File: src/rtl/fetch_pkg.sv
// fetch_pkg: shared state type and constants for the instruction fetch stage
package fetch_pkg;
    typedef enum logic [1:0] {IDLE, RUN, FLUSH} fetch_state_t;
    localparam logic [31:0] NOP_INSTR = 32'h0000_0013;
    localparam int PC_STEP = 4;
endpackage

File: src/rtl/fetch_fifo.sv
// fetch_fifo: small synchronous FIFO with flush, exposing head entry and occupancy
module fetch_fifo #(
    parameter int WIDTH = 64,
    parameter int DEPTH = 2
) (
    input  logic                     clk,
    input  logic                     rst_n,
    input  logic                     push,
    input  logic [WIDTH-1:0]         push_data,
    input  logic                     pop,
    input  logic                     flush,
    output logic [WIDTH-1:0]         head,
    output logic [$clog2(DEPTH):0]   count
);
    localparam int AW = $clog2(DEPTH);
    localparam int CW = AW + 1;

    logic [WIDTH-1:0] mem [DEPTH];
    logic [AW-1:0]    rd_ptr;
    logic [AW-1:0]    wr_ptr;

    assign head = mem[rd_ptr];

    // Storage and pointers; flush empties the queue, pointers wrap naturally since DEPTH is a power of two
    always_ff @(posedge clk or negedge rst_n) begin
        if (!rst_n) begin
            for (int i = 0; i < DEPTH; i++) mem[i] <= '0;
            rd_ptr <= '0;
            wr_ptr <= '0;
            count  <= '0;
        end else if (flush) begin
            rd_ptr <= '0;
            wr_ptr <= '0;
            count  <= '0;
        end else begin
            if (push) begin
                mem[wr_ptr] <= push_data;
                wr_ptr      <= wr_ptr + AW'(1);
            end
            if (pop) rd_ptr <= rd_ptr + AW'(1);
            count <= count + CW'(push) - CW'(pop);
        end
    end
endmodule

File: src/rtl/fetch_unit.sv
// fetch_unit: PC sequencing, credit-limited imem requests, response buffering and redirect flush
module fetch_unit
    import fetch_pkg::*;
#(
    parameter int                N_Bits     = 32,
    parameter logic [N_Bits-1:0] RESET_PC   = '0,
    parameter int                FIFO_DEPTH = 2
) (
    input  logic              clk,
    input  logic              rst_n,
    output logic              imem_req_valid,
    input  logic              imem_req_ready,
    output logic [N_Bits-1:0] imem_req_addr,
    input  logic              imem_rsp_valid,
    input  logic [N_Bits-1:0] imem_rsp_data,
    input  logic              redirect_valid,
    input  logic [N_Bits-1:0] redirect_pc,
    output logic              out_valid,
    input  logic              out_ready,
    output logic [N_Bits-1:0] out_instr,
    output logic [N_Bits-1:0] out_pc,
    output logic [N_Bits-1:0] out_pc_plus4
);
    localparam int CW = $clog2(FIFO_DEPTH) + 1;

    fetch_state_t      state, state_next;
    logic [N_Bits-1:0] pc, pc_next, rsp_pc;
    logic [CW-1:0]     outstanding, outstanding_next;
    logic [CW-1:0]     discard, discard_next;
    logic [CW-1:0]     fifo_count;
    logic [CW:0]       in_use;
    logic [2*N_Bits-1:0] head;
    logic              redirect, req_hs, rsp_keep, pop;

    assign redirect       = redirect_valid && state != IDLE;
    assign in_use         = {1'b0, outstanding} + {1'b0, fifo_count};
    assign imem_req_valid = state == RUN && !redirect_valid && in_use < (CW+1)'(FIFO_DEPTH);
    assign imem_req_addr  = pc;
    assign req_hs         = imem_req_valid && imem_req_ready;
    assign rsp_keep       = imem_rsp_valid && state == RUN && !redirect_valid;
    // In RUN every outstanding request was issued sequentially from the current stream,
    // so the oldest one (the one now responding) sits outstanding words behind pc.
    assign rsp_pc         = pc - N_Bits'(outstanding) * N_Bits'(PC_STEP);
    assign out_valid      = fifo_count != '0;
    assign pop            = out_valid && out_ready;
    assign {out_pc, out_instr} = head;
    assign out_pc_plus4   = out_pc + N_Bits'(PC_STEP);

    fetch_fifo #(
        .WIDTH (2 * N_Bits),
        .DEPTH (FIFO_DEPTH)
    ) u_fifo (
        .clk       (clk),
        .rst_n     (rst_n),
        .push      (rsp_keep),
        .push_data ({rsp_pc, imem_rsp_data}),
        .pop       (pop),
        .flush     (redirect),
        .head      (head),
        .count     (fifo_count)
    );

    // Next state: a redirect turns all outstanding requests into responses to discard
    always_comb begin
        state_next       = state;
        pc_next          = pc;
        outstanding_next = outstanding;
        discard_next     = discard;
        if (redirect) begin
            pc_next          = redirect_pc & ~N_Bits'(3);
            outstanding_next = '0;
            discard_next     = discard + outstanding - CW'(imem_rsp_valid);
            state_next       = (discard_next != '0) ? FLUSH : RUN;
        end else begin
            pc_next          = req_hs ? pc + N_Bits'(PC_STEP) : pc;
            outstanding_next = outstanding + CW'(req_hs) - CW'(rsp_keep);
            discard_next     = discard - CW'(imem_rsp_valid && state == FLUSH);
            state_next       = (state == IDLE) ? RUN :
                               (state == FLUSH && discard_next == '0) ? RUN : state;
        end
    end

    // State, PC and credit/discard registers
    always_ff @(posedge clk or negedge rst_n) begin
        if (!rst_n) begin
            state       <= IDLE;
            pc          <= RESET_PC;
            outstanding <= '0;
            discard     <= '0;
        end else begin
            state       <= state_next;
            pc          <= pc_next;
            outstanding <= outstanding_next;
            discard     <= discard_next;
        end
    end

    // A response with nothing outstanding or pending discard breaks the memory protocol
    always_ff @(posedge clk) begin
        if (rst_n) assert (!(imem_rsp_valid && outstanding == '0 && discard == '0));
    end
endmodule

File: config.mk
export PLATFORM = sky130hd
export DESIGN_NAME = fetch_unit
export DESIGN_NICKNAME = d
export VERILOG_FILES = /design/src/rtl/fetch_pkg.sv /design/src/rtl/fetch_fifo.sv /design/src/rtl/fetch_unit.sv
export SDC_FILE = /design/constraint.sdc
export NUM_CORES = 1
export LEC_CHECK = 0
export ABC_AREA = 1
export CAP_MARGIN = 30
export CORE_MARGIN = 3
export CORE_UTILIZATION = 40
export CTS_CLUSTER_SIZE = 10
export DETAILED_ROUTE_END_ITERATION = 10
export HOLD_SLACK_MARGIN = 0.03
export SLEW_MARGIN = 20
export SYNTH_ARGS = -nofsm -noshare
export SYNTH_HDL_FRONTEND = slang
export SYNTH_HIERARCHICAL = 1
export SYNTH_SLANG_ARGS = --single-unit
File: constraint.sdc
create_clock -name clk -period 3.3 [get_ports clk]
set_clock_uncertainty 0.2 [all_clocks]
set_input_delay 0.66 -clock clk [delete_from_list [all_inputs] [get_ports clk]]
set_output_delay 0.66 -clock clk [all_outputs]
set_load 0.05 [all_outputs]
==> summary.md <==
### GRT
• **sum of overflow across all layers after global routing** 0
• **number of global-route vias before repair** 8845
• **number of antenna violations at the first check in global routing** 0
• **maximum number of pins on one net before global-route repair** 71
• **all-layer global routing usage** 0.199
• **first-pass GRT wire length** 46.0 mm

### Synth
• **Yosys top cell by area** sky130_fd_sc_hd__dfrtp_1
• **fraction of synthesized cell area taken by the top area cell type** 0.400
• **top flip-flop cell by instance count after synthesis** sky130_fd_sc_hd__dfrtp_1
• **post-synthesis instance area** 0.0105 sq mm
• **synthesized area per cell** 8.04 sq um
• **number of instances in the synthesized netlist** 1305
• **top cells by area, synth** sky130_fd_sc_hd__dfrtp_1 (40%), sky130_fd_sc_hd__nand2_1 (13%), sky130_fd_sc_hd__mux2_2 (6.9%), sky130_fd_sc_hd__nor2_1 (5.6%), sky130_fd_sc_hd__o21ai_2 (5.5%)
• **flip-flop and latch count after synthesis** 168
• **share of async-settable or async-resettable flops after synthesis** 1.00
• **Yosys cell types** 44
• **number of enable flip-flop cells after synthesis** 0
• **proportion of synthesized chip area in sequential cells** 0.400
• **Synth Warn #** 6

### CTS
• **# clock sinks** 168
• **master cell of the clock root buffer** sky130_fd_sc_hd__clkbuf_16
• **CTS tree** done
• **clock-pin slew reported for the worst setup and hold paths after clock tree synthesis** 70 ps
• **CTS Buf Count** 17
• **source-to-sink clock delay at the later pin of the worst-skew pair** 440 ps
• **Clock Path Buffers** 2
• **CTS H-tree lvls** 4

### Detailed routing
• **total wire length** 28.4 mm
• **first-pass iteration count of the detailed router** 7
• **drc violations** 0
• **post-detailed-route count of antenna-violating nets** 0
• **via density per instance** 4.88
• **average detailed-routed wire length per instance** 15.4 um
• **Initial DRC Count** 843
• **Via Count** 9010

### Power
• **part of the total power dissipated in sequential elements** 0.232
• **worst IR drop on VDD** 0.635 mV
• **combinational share of power** 0.644
• **part of the power in the clock network** 0.125
• **Static Leak** 6.69 nW
• **net load switching power** 8.50 mW
• **total internal power** 8.05 mW
• **power density over cell area** 1180 mW/mm^2
• **Switching Share** 0.514

### Die
• **Ports** 200
• **die outline area** 0.0282 sq mm
• **Die Wd** 168 um
• **core box area** 0.0255 sq mm
• **height of the die** 168 um
• **initial core utilization** 0.412
• **standard-cell row count** 58

### Critical path
• **CP max FO** 8
• **Arrival @ worst endpoint** 2540 ps
• **Worst setup EP type** output pin
• **category of the worst setup path launch point** flip-flop
• **Setup CP Type** flip-flop to output pin
• **endpoint required time on the critical path** 2440 ps

### Cells and area
• **post-route design area** 0.0141 sq mm
• **number of fill cells** 2351
• **proportion of layout cells with a drive suffix above 1** 0.238
• **synthesis-to-layout area growth** 34.1%
• **Core Util, Final** 0.552
• **Antenna Cells** 0
• **number of nets at the end of the flow** 1585

### STA
• **RSZ-0062 raised after global routing** yes
• **final slew viol count** 0
• **crit path setup slack, layout** -101 ps
• **actual slew at the worst max-slew pin** 669 ps
• **Hold Worst Slack** 17.6 ps
• **maximum clock frequency** 0.294 GHz
• **normalized max-slew margin** 0.554
• **endpoints failing setup** 11
• **total negative slack for setup checks** -435 ps
• **portion of the clock cycle consumed by the worst path in the final layout** 1.03
• **total count of hold-check failures in the final report** 0
• **clock period minus final worst setup slack** 3400 ps

### Place
• **final weighted congestion of routability-driven global placement** 0.888
• **total cell area at the placement stage** 0.0130 sq mm
• **DPL Wire Length** 20.5 mm
• **buffers added on ports** 195

### Run
• **MaxCap Viol Count** 0

### Outcome
• **run status** complete, but fails checks
• **violations in the final reports** negative setup slack

### Worst hold path
• **worst hold-check path type** input pin to async pin

-- cell type report --
type,instances,area [sq um],area share
repair buffers,236,2610,0.185
multi-input cells,939,5710,0.406
flip-flops and latches,168,4210,0.299
clock buffers,18,439,0.0312
clock inverters,14,163,0.0116
well taps,330,413,0.0293
inverters,140,528,0.0375
-- sequential cells by signal, indices dropped and copies added, names as in the netlist --
| signal | cells |
|---|---|
| u_fifo/count | 2 |
| imem_req_addr | 30 |
| outstanding | 2 |
| u_fifo/wr_ptr | 1 |
| u_fifo/mem | 128 |
| discard | 2 |
| u_fifo/rd_ptr | 1 |
| state | 2 |
-- cell families (layout without fill, tap and decap cells) --
kind of cell               count (synthesis)  in the layout  share of synthesized area
buffers and inverters                    201            408                      0.101
xor gates and xnor gates                  58             58                     0.0484
muxes                                     64             64                     0.0687
adders and majority gates                 13             13                     0.0169
other                                      1              4                   0.000357
and+or+nand+nor                          628            628                      0.257
DFF                                      168            168                      0.400
AOI/OAI and AO/OA                        172            172                      0.108
-- power by group through the flow --
| stage | Clock [mW] | Sequential (mW) | Combinational (mW) |
|---|---|---|---|
| 2_1_floorplan | 0 | 4.08 | 6.66 |
| 3_3_place_gp | 0 | 3.81 | 10.3 |
| 3_5_place_dp | 0 | 3.83 | 10.3 |
| 4_1_cts | 2.11 | 3.81 | 10.4 |
| 5_1_grt | 2.19 | 3.98 | 11.4 |
| 6_report | 2.06 | 3.83 | 10.7 |
-- synthesized netlist by cell type (3+ instances only) --
cell type and instances:
sky130_fd_sc_hd__nand4_1 13, sky130_fd_sc_hd__mux2_2 64, sky130_fd_sc_hd__ha_1 11, sky130_fd_sc_hd__nand3_1 49, sky130_fd_sc_hd__o21ai_2 66, sky130_fd_sc_hd__nor3_2 3
sky130_fd_sc_hd__o21ai_1 56, sky130_fd_sc_hd__buf_2 13, sky130_fd_sc_hd__nand2_2 7, sky130_fd_sc_hd__nor2_4 8, sky130_fd_sc_hd__a21oi_1 5, sky130_fd_sc_hd__inv_1 136
sky130_fd_sc_hd__o211ai_1 3, sky130_fd_sc_hd__nor3_1 10, sky130_fd_sc_hd__buf_6 30, sky130_fd_sc_hd__nand2_1 356, sky130_fd_sc_hd__buf_4 16, sky130_fd_sc_hd__nor2_1 156
sky130_fd_sc_hd__inv_2 3, sky130_fd_sc_hd__o21ai_0 34, sky130_fd_sc_hd__nand3_2 4, sky130_fd_sc_hd__dfrtp_1 168, sky130_fd_sc_hd__a31oi_1 3, sky130_fd_sc_hd__xor2_1 45
sky130_fd_sc_hd__nor2_2 10, sky130_fd_sc_hd__xnor2_1 13
-- worst paths after layout --
| kind | startpoint | to | slack, ps | cells past startpoint |
|---|---|---|---|---|
| min reg2reg | u_fifo/mem[25]$_DFFE_PN0P_ | u_fifo/mem[25]$_DFFE_PN0P_ | 280 | 2 |
| min in group clk | u_fifo/mem[25]$_DFFE_PN0P_ | u_fifo/mem[25]$_DFFE_PN0P_ | 280 | 2 |
| max | u_fifo/rd_ptr$_DFFE_PN0P_ | out_pc_plus4[31] | -100 | 7 |
| min | rst_n | u_fifo/mem[26]$_DFFE_PN0P_ | 20 | 1 |
| max reg2reg | outstanding[0]$_DFF_PN0_ | outstanding[1]$_DFF_PN0_ | 680 | 11 |
| max in group asynchronous | rst_n | u_fifo/mem[41]$_DFFE_PN0P_ | 2140 | 2 |
-- metal layers --
metal	global-route usage	part of all wire	up-vias
li1	-	-	4525
met4	0.0374	0.0085	0
met3	0.0383	0.054	19
met1	0.289	0.48	4195
met5	0	0	-
met2	0.314	0.46	271
-- cells in the final DEF (no fill, tap or decap), types with 4 or more instances in the layout --
cell type	instances
sky130_fd_sc_hd__a21oi_1	5
sky130_fd_sc_hd__buf_12	37
sky130_fd_sc_hd__buf_4	54
sky130_fd_sc_hd__buf_6	8
sky130_fd_sc_hd__clkbuf_16	19
sky130_fd_sc_hd__clkdlybuf4s50_1	110
sky130_fd_sc_hd__conb_1	4
sky130_fd_sc_hd__dfrtp_1	167
sky130_fd_sc_hd__dlygate4sd2_1	24
sky130_fd_sc_hd__ha_1	10
sky130_fd_sc_hd__inv_1	135
sky130_fd_sc_hd__inv_2	4
sky130_fd_sc_hd__inv_6	6
sky130_fd_sc_hd__mux2_2	44
sky130_fd_sc_hd__mux2_4	20
sky130_fd_sc_hd__nand2_1	345
sky130_fd_sc_hd__nand2_2	12
sky130_fd_sc_hd__nand2_4	8
sky130_fd_sc_hd__nand3_1	49
sky130_fd_sc_hd__nand4_1	13
sky130_fd_sc_hd__nor2_1	141
sky130_fd_sc_hd__nor2_2	18
sky130_fd_sc_hd__nor2_4	15
sky130_fd_sc_hd__nor3_1	5
sky130_fd_sc_hd__nor3_2	6
sky130_fd_sc_hd__o21ai_0	34
sky130_fd_sc_hd__o21ai_1	56
sky130_fd_sc_hd__o21ai_2	66
sky130_fd_sc_hd__xnor2_1	7
sky130_fd_sc_hd__xnor2_2	4
sky130_fd_sc_hd__xor2_1	32
sky130_fd_sc_hd__xor2_2	11
-- what timing repair did --
| item | 4_1_cts | 5_1_grt |
|---|---|---|
| gates cloned | 0 | 2 |
| hold buffers | 0 | 0 |
| pin swaps | 5 | 21 |
| gates resized for setup | 57 | 53 |
| endpoints found under the setup margin | 20 | 22 |
| buffers inserted | 2 | 16 |
-- critical path, stage by stage, from the launching register on --
cell and delay, ps:
sky130_fd_sc_hd__dfrtp_2 550, sky130_fd_sc_hd__clkbuf_16 240, sky130_fd_sc_hd__mux2_4 250, sky130_fd_sc_hd__nand4_1 270, sky130_fd_sc_hd__nor3_4 290, sky130_fd_sc_hd__nand2_2 120, sky130_fd_sc_hd__xnor2_2 210, sky130_fd_sc_hd__buf_12 160
-- stage by stage --
stage,power [mW],setup WS (ps),cells
detailed placement,14.2,218,1793
global placement,14.1,224,1793
CTS,16.3,-65.7,1827
finish,16.6,-101,1845
floorplan,10.7,-129,1308
global route,17.5,-202,1845
No activity file was read; power rests on OpenSTA's default activity.
